$ cat config.mk
export PLATFORM = sky130hd
export DESIGN_NAME = stack_regfile
export DESIGN_NICKNAME = d
export VERILOG_FILES = /design/src/rtl/cpu_pkg.sv /design/src/rtl/stack_mem.sv /design/src/rtl/stack_regfile.sv
export SDC_FILE = /design/constraint.sdc
export NUM_CORES = 1
export LEC_CHECK = 0
export CAP_MARGIN = 20
export CORE_AREA = 2 2 235 352
export CTS_CLUSTER_DIAMETER = 60
export CTS_CLUSTER_SIZE = 40
export DETAILED_ROUTE_END_ITERATION = 8
export DIE_AREA = 0 0 237 354
export GPL_TIMING_DRIVEN = 1
export PLACE_DENSITY = 0.56
export SLEW_MARGIN = 30
export SYNTH_ARGS = -nofsm -noshare
export SYNTH_HDL_FRONTEND = slang
export SYNTH_SLANG_ARGS = --single-unit
export TNS_END_PERCENT = 30
$ cat constraint.sdc
create_clock -name clk -period 16 [get_ports clk]
set_input_delay 3.2 -clock clk [delete_from_list [all_inputs] [get_ports clk]]
set_output_delay 3.2 -clock clk [all_outputs]
set_load 0.05 [all_outputs]
$ cat src/rtl/cpu_pkg.sv
// Shared CPU types and constants: default word width, stack depth,
// pop-count encodings and the data word typedef.
package cpu_pkg;

  localparam int WIDTH_DEF = 32;
  localparam int DEPTH_DEF = 16;

  localparam logic [1:0] POP_NONE = 2'd0;
  localparam logic [1:0] POP_ONE  = 2'd1;
  localparam logic [1:0] POP_TWO  = 2'd2;

  typedef logic [WIDTH_DEF-1:0] word_t;

endpackage

$ cat src/rtl/stack_mem.sv
// Stack storage: DEPTH x WIDTH, one sync write port, two comb reads.
// Ports: clk, reset (sync clear), we/waddr/wdata, raddr0/1 -> rdata0/1.
module stack_mem
  import cpu_pkg::*;
#(
  parameter int WIDTH = WIDTH_DEF,
  parameter int DEPTH = DEPTH_DEF,
  parameter int AW    = $clog2(DEPTH)
) (
  input  logic             clk,
  input  logic             reset,
  input  logic             we,
  input  logic [AW-1:0]    waddr,
  input  logic [WIDTH-1:0] wdata,
  input  logic [AW-1:0]    raddr0,
  input  logic [AW-1:0]    raddr1,
  output logic [WIDTH-1:0] rdata0,
  output logic [WIDTH-1:0] rdata1
);

  localparam logic [AW:0] DEPTH_W = (AW+1)'(DEPTH);

  logic [WIDTH-1:0] mem [DEPTH];

  always_ff @(posedge clk) begin
    if (reset) begin
      for (int i = 0; i < DEPTH; i++) begin
        mem[i] <= '0;
      end
    end else if (we) begin
      mem[waddr] <= wdata;
    end
  end

  // Out-of-range addresses only occur for non power-of-two depths
  // while the caller masks the result anyway; keep them X-free.
  always_comb begin
    rdata0 = '0;
    rdata1 = '0;
    if ({1'b0, raddr0} < DEPTH_W) rdata0 = mem[raddr0];
    if ({1'b0, raddr1} < DEPTH_W) rdata1 = mem[raddr1];
  end

endmodule

$ cat src/rtl/stack_regfile.sv
// Operand stack: presents top two entries, pops 0/1/2 and pushes 1.
// Ports: clk, reset, read_reg1/2, write_reg, wr_data -> rd_top/next, status.
module stack_regfile
  import cpu_pkg::*;
#(
  parameter int WIDTH = WIDTH_DEF,
  parameter int DEPTH = DEPTH_DEF,
  parameter int CW    = $clog2(DEPTH+1)
) (
  input  logic             clk,
  input  logic             reset,
  input  logic             read_reg1,
  input  logic             read_reg2,
  input  logic             write_reg,
  input  logic [WIDTH-1:0] wr_data,
  output logic [WIDTH-1:0] rd_top,
  output logic [WIDTH-1:0] rd_next,
  output logic [CW-1:0]    count,
  output logic             empty,
  output logic             full,
  output logic             overflow,
  output logic             underflow,
  output logic             op_reject
);

  localparam int AW = $clog2(DEPTH);
  localparam logic [CW:0] DEPTH_X = (CW+1)'(DEPTH);

  logic [1:0]       npop;
  logic [CW:0]      cnt_x;
  logic [CW:0]      pop_x;
  logic [CW:0]      push_x;
  logic [CW:0]      base_x;
  logic [CW:0]      next_x;
  logic             under;
  logic             over;
  logic [AW-1:0]    waddr;
  logic [AW-1:0]    raddr0;
  logic [AW-1:0]    raddr1;
  logic [WIDTH-1:0] rdata0;
  logic [WIDTH-1:0] rdata1;
  logic             we;

  always_comb begin
    npop = POP_NONE;
    unique case (1'b1)
      read_reg2: npop = POP_TWO;
      read_reg1: npop = POP_ONE;
      default:   npop = POP_NONE;
    endcase
  end

  // One extra bit so count - npop + npush never wraps.
  assign cnt_x  = {1'b0, count};
  assign pop_x  = {{(CW-1){1'b0}}, npop};
  assign push_x = {{CW{1'b0}}, write_reg};
  assign base_x = cnt_x - pop_x;
  assign next_x = base_x + push_x;

  assign under     = pop_x > cnt_x;
  assign over      = !under && (next_x > DEPTH_X);
  assign op_reject = under | over;

  // Push lands in the lowest slot freed by this cycle's pops.
  assign waddr  = base_x[AW-1:0];
  assign raddr0 = AW'(count - CW'(1));
  assign raddr1 = AW'(count - CW'(2));
  assign we     = write_reg & ~op_reject;

  stack_mem #(
    .WIDTH (WIDTH),
    .DEPTH (DEPTH),
    .AW    (AW)
  ) u_mem (
    .clk    (clk),
    .reset  (reset),
    .we     (we),
    .waddr  (waddr),
    .wdata  (wr_data),
    .raddr0 (raddr0),
    .raddr1 (raddr1),
    .rdata0 (rdata0),
    .rdata1 (rdata1)
  );

  assign rd_top  = (count >= CW'(1)) ? rdata0 : '0;
  assign rd_next = (count >= CW'(2)) ? rdata1 : '0;
  assign empty   = count == '0;
  assign full    = cnt_x == DEPTH_X;

  always_ff @(posedge clk) begin
    if (reset) begin
      count     <= '0;
      overflow  <= 1'b0;
      underflow <= 1'b0;
    end else if (op_reject) begin
      if (under) underflow <= 1'b1;
      else       overflow  <= 1'b1;
    end else begin
      count <= next_x[CW-1:0];
    end
  end

endmodule

Word-level counts from Yosys, hierarchy flattened
Memory sizes are Yosys's and may differ from the RTL's.
Index checks and enable logic that the tools add are counted.
- magnitude comparators: 4
- $add $sub $neg: 4
- reductions and logical operators: 6
- equality and inequality tests: 1
- bitwise gates (word level): 4
- multiplexer cells: 11
- operator list (cell ; number):
    $mux W32 ; 3
    $reduce_or A32 Y1 ; 1
    $add A6 B1 Y6 ; 1
    $gt A6 B5 Y1 const B ; 1
    $mux W1 ; 6
    $sub A5 B2 Y6 ; 1
    $eq A5 B5 Y1 const B ; 1
    $ge A5 B1 Y1 const B ; 1
    $ge A5 B2 Y1 const B ; 1
    $gt A2 B5 Y1 ; 1
    $logic_not A5 Y1 ; 1
    $mux W4 ; 1
    $pmux W2 S2 ; 1
    $reduce_and A2 Y1 ; 2
    $sub A4 B1 Y4 const B ; 1
    $sub A4 B2 Y4 const B ; 1
    $not A1 Y1 ; 2
    $and A1 B1 Y1 ; 1
    $logic_and A1 B1 Y1 ; 1
    $logic_not A1 Y1 ; 1
    $or A1 B1 Y1 ; 1
- output and inout bits: 74
- word-level logic and storage cells: 34
- memory bits (writable): 512
- input port bits: 37
- register bits: 7
- memories: 1
- memories (memory ; depth ; width ; rd ports ; clocked after Yosys merged registers in ; wr ports ; line ; source):
    u_mem.mem ; 16 ; 32 ; 2 ; 0 ; 16 ; stack_mem.sv:23 ; logic [WIDTH-1:0] mem [DEPTH];

Depth between registers and ports, before layout
- depth in word-level cells: 13
- gate-level depth with buffers: 19

Modules after synthesis
A second synthesis with hierarchy kept.
- cell total of the unflattened synthesis: 1859
- area, all modules: 27802.9 sq um
- modules (own cells, without submodules) (module ; cells each ; area an instance (sq um) ; instances):
    stack_mem ; 1687 ; 26581.7 ; 1
    stack_regfile ; 172 ; 1221.2 ; 1

Least setup slack after synthesis
Ideal clock, no wire load.
- kind: in2out
- start: input port read_reg1
- end: output port op_reject
- arrival: 5.482 ns
- path slack: 7.318 ns
- buffers on the path: 1
- required time: 12.800 ns
- cell stages on the path: 10
- cell sequence: ha_1 > inv_1 > fa_1 > ha_1 > nand2b_1 > o221a_2 > o21ai_0 > o211ai_2 > buf_4 > nand2_1
- cells in the longest elaborated chain, start to end: 6
- elaborated cells between the ends (all ways): 8
- RTL lines (item ; line ; source):
    start: declaration ; stack_regfile.sv:12 ; input logic read_reg1,
    $pmux W2 S2 (*) ; stack_regfile.sv:46 ; unique case (1'b1)
    $sub A5 B2 Y6 ; stack_regfile.sv:57 ; assign base_x = cnt_x - pop_x;
    $add A6 B1 Y6 ; stack_regfile.sv:58 ; assign next_x = base_x + push_x;
    $gt A6 B5 Y1 ; stack_regfile.sv:61 ; assign over = !under && (next_x > DEPTH_X);
    $logic_and A1 B1 Y1 ; stack_regfile.sv:61 ;
    $or A1 B1 Y1 (*) ; stack_regfile.sv:62 ; assign op_reject = under | over;
    end: declaration ; stack_regfile.sv:23 ; output logic op_reject
Mark *: on every way between the ends. The rest lies on a longest branch, timed or not.

Worst setup path in the final report
Ends and elaborated chain as after synthesis.

==> flow_metrics.py <==
metrics = {
    "outcome": {
        "status": "finished clean",
    },
    "timing": {
        "worstMarginPinSlew_ps": 937.1,
        "slew_headroom": 0.3753,
        "max_freq_mhz": 98.21,
        "fin_crit_ps": 10180,
        "tns_ps": 0,
        "maxSlewViolCount": 0,
        "min_period_over_period": 0.6364,
        "hold_viol_final": 0,
        "rsz0062_at_grt": "no",
        "hold_slack_ps": 463.4,
        "finalClockSkew_ps": 22.57,
        "setup_violations": 0,
    },
    "placed_design": {
        "postPlaceCellArea_um2": 29590,
        "place_congestion": 0.8146,
        "hpwl_um": 49390,
        "io_buffers": 110,
    },
    "critical_path": {
        "critPathKind": "in -> out",
        "crit_path_end_kind": "primary output",
        "path_buf_inv": 3,
        "regToRegStartpoint": "count[0]$_SDFFE_PP0N_",
        "arrival_ps": 6980,
        "cp-start-kind": "input port",
        "rrSetupSlack_ps": 10110,
        "startpoint": "read_reg1",
        "worstPathRequired_ps": 12800,
        "critPathMaxFanout": 12,
        "crit_slowest_cell": "clkdlybuf4s50_1",
        "cp_cell_sequence": "clkdlybuf4s50_1 > ha_1 > inv_1 > fa_1 > ha_1 > xnor2_1 > and2_1 > o21ai_0 > o211ai_2 > nand2_1 > clkdlybuf4s50_1",
        "slowest_delay_ps": 820,
        "cp_top_family": "buffers and inverters",
    },
    "yosys": {
        "yosys_warnings": 0,
        "ys_seq_area_frac": 0.5699,
        "synthesis.area_um2": 27220,
        "synth_cell_type_count": 54,
        "synth_ff_type": "edfxtp_1",
        "syn_nets": 1938,
        "async_flop_share": 0,
        "avgSynthCellArea_um2": 14.40,
        "synth_edf_count": 512,
        "syn-instance-count": 1890,
        "synth-seq-cells": 519,
    },
    "detailed_routing": {
        "drt-met1-wl_um": 31170,
        "post_drt_wl_per_cell_um": 28.48,
        "drt_pre_antenna_iters": 5,
        "drt_wl_total_um": 84770,
        "vias": 17250,
        "dr_wl_met2_um": 45390,
        "detail_route.drc_violations": 0,
        "via_per_inst": 5.796,
        "top_layer_used": "met5",
        "met3WireLength_um": 5277,
        "drtAntennaViolNets": 0,
        "drt-initial-drc-count": 1770,
    },
    "clock_tree": {
        "ctsResizeCount": 0,
        "clockBufferDepth": 3,
        "cts_tree": "done",
        "cts_sinks": 519,
        "clk_pin_slew_ps": 110,
        "htree_levels": 1,
        "numCtsBuffers": 27,
        "cts_root_buf": "clkbuf_16",
        "post_cts_buffers": 0,
        "holdBufCountCts": 0,
        "insertion_delay_ps": 630,
    },
    "floorplanning": {
        "rows": 128,
        "die_x_um": 237,
        "core_area_um2": 80880,
        "die-area_um2": 83900,
        "initial_core_util": 0.3366,
        "io_pins": 111,
        "die_y_um": 354,
    },
    "pwr": {
        "p_clk_frac": 0.173,
        "pwr-share-seq": 0.300,
        "power.leakage_uw": 0.009259,
        "switching_power_uw": 2404,
        "swShare": 0.4487,
        "p_per_area_nw_per_um2": 174.2,
        "ir_drop_v": 0.0001869,
        "combPwrFrac": 0.527,
        "power_uw": 5358,
        "p_int_uw": 2954,
    },
    "global_route": {
        "grt_antenna_before_repair": 5,
        "grt_usage": 0.2006,
        "grt_overflow_total": 0,
        "grt_max_degree": 133,
        "grt_first_pass_wirelength_um": 122700,
        "grt_pass1_vias": 18180,
    },
    "finish": {
        "final_cell_mix": "nor2_1, edfxtp_1, mux4_2",
        "drive_gt1_frac": 0.2187,
        "finalNetCount": 1961,
        "fillCellCount": 7447,
        "final_common_cell": "nor2_1",
        "syn_to_final_growth_pct": 12.99,
        "finalInstanceArea_um2": 30760,
        "utilization": 0.3803,
    },
    "hold_path": {
        "hold_start": "overflow$_SDFFE_PP0P_",
        "hold_path.class": "reg -> reg",
    },
    "job": {
        "drv_cap": 0,
    },
}
## power groups by stage
stage          Combinational, µW  Clock (µW)  Sequential [µW]
2_1_floorplan               1890           0             1620
3_3_place_gp                2830           0             1630
3_5_place_dp                2850           0             1640
4_1_cts                     2860         940             1600
5_1_grt                     2960         979             1610
6_report                    2820         928             1610
## cells by family (layout without fill, tap and decap cells)
kind of cell | after synthesis | in the layout | share of synthesized area
xor gates and xnor gates | 6 | 6 | 0.002436
other | 0 | 2 | 0
and+or+nand+nor | 755 | 755 | 0.1126
AOI/OAI and AO/OA | 109 | 109 | 0.03006
DFF | 519 | 519 | 0.5699
buffers and inverters | 168 | 212 | 0.02886
muxes | 322 | 322 | 0.2508
adders and majority gates | 11 | 11 | 0.005332
## final cells by class
type,count,area (µm²),area share
Timing Repair Buffer,154,1523,0.04951
Multi-Input combinational cell,1203,11260,0.3661
Clock inverter,23,440.4,0.01432
Antenna cell,2,5.005,0.0001627
Tap cell,1040,1301,0.04231
Clock buffer,27,675.6,0.02197
Inverter,8,30.03,0.0009763
Sequential cell,519,15520,0.5047
## flip-flops by register name (all words and copies together) (netlist names)
signal / flops
overflow: 1
u_mem.mem: 512
underflow: 1
count: 5
## worst min-delay path, cell delays in order, from the launching register on
cell and delay [ps]:
dfxtp_1 330, inv_1 50, a21oi_1 50
## stage by stage
step,setup WS (ps),cells
4_1_cts,5841,2973
2_1_floorplan,7318,1890
5_1_grt,5618,2976
3_5_place_dp,5841,2923
3_3_place_gp,5931,2921
6_report,5818,2976
## per-layer routing
layer,global-route usage,vias up
li1,-,7247
met1,0.2414,9164
met2,0.3714,705
met3,0.02199,130
met4,0.06823,4
met5,0,-
## synth_stat cells (all sizes together), types with 2 or more instances
cell      n  area share
nand3     8      0.0018
inv       8      0.0011
o211ai    2     0.00074
clkbuf   74       0.010
a211oi   64       0.018
and2      2     0.00046
nand2   142       0.020
a311oi    2     0.00064
ha       10      0.0046
a21oi     6      0.0015
nor2b    65       0.015
o22ai     2     0.00046
nor3      2     0.00037
o21ai     6      0.0011
xor2      2     0.00064
mux4    288        0.24
edfxtp  512        0.56
mux2i    33       0.012
o21bai   16      0.0044
dfxtp     7      0.0051
nor2    525       0.072
buf      86       0.018
or3       2     0.00046
xnor2     3     0.00097
## worst paths after layout
| path | end | depth (start not counted) |
|---|---|---|
| min reg2reg | overflow$_SDFFE_PP0P_ | 2 |
| max | op_reject | 11 |
| min | overflow$_SDFFE_PP0P_ | 2 |
| max reg2reg | u_mem.mem[14][15]$_SDFFCE_PN0P_ | 13 |
Note: power is estimated with default switching activity, not from simulation.
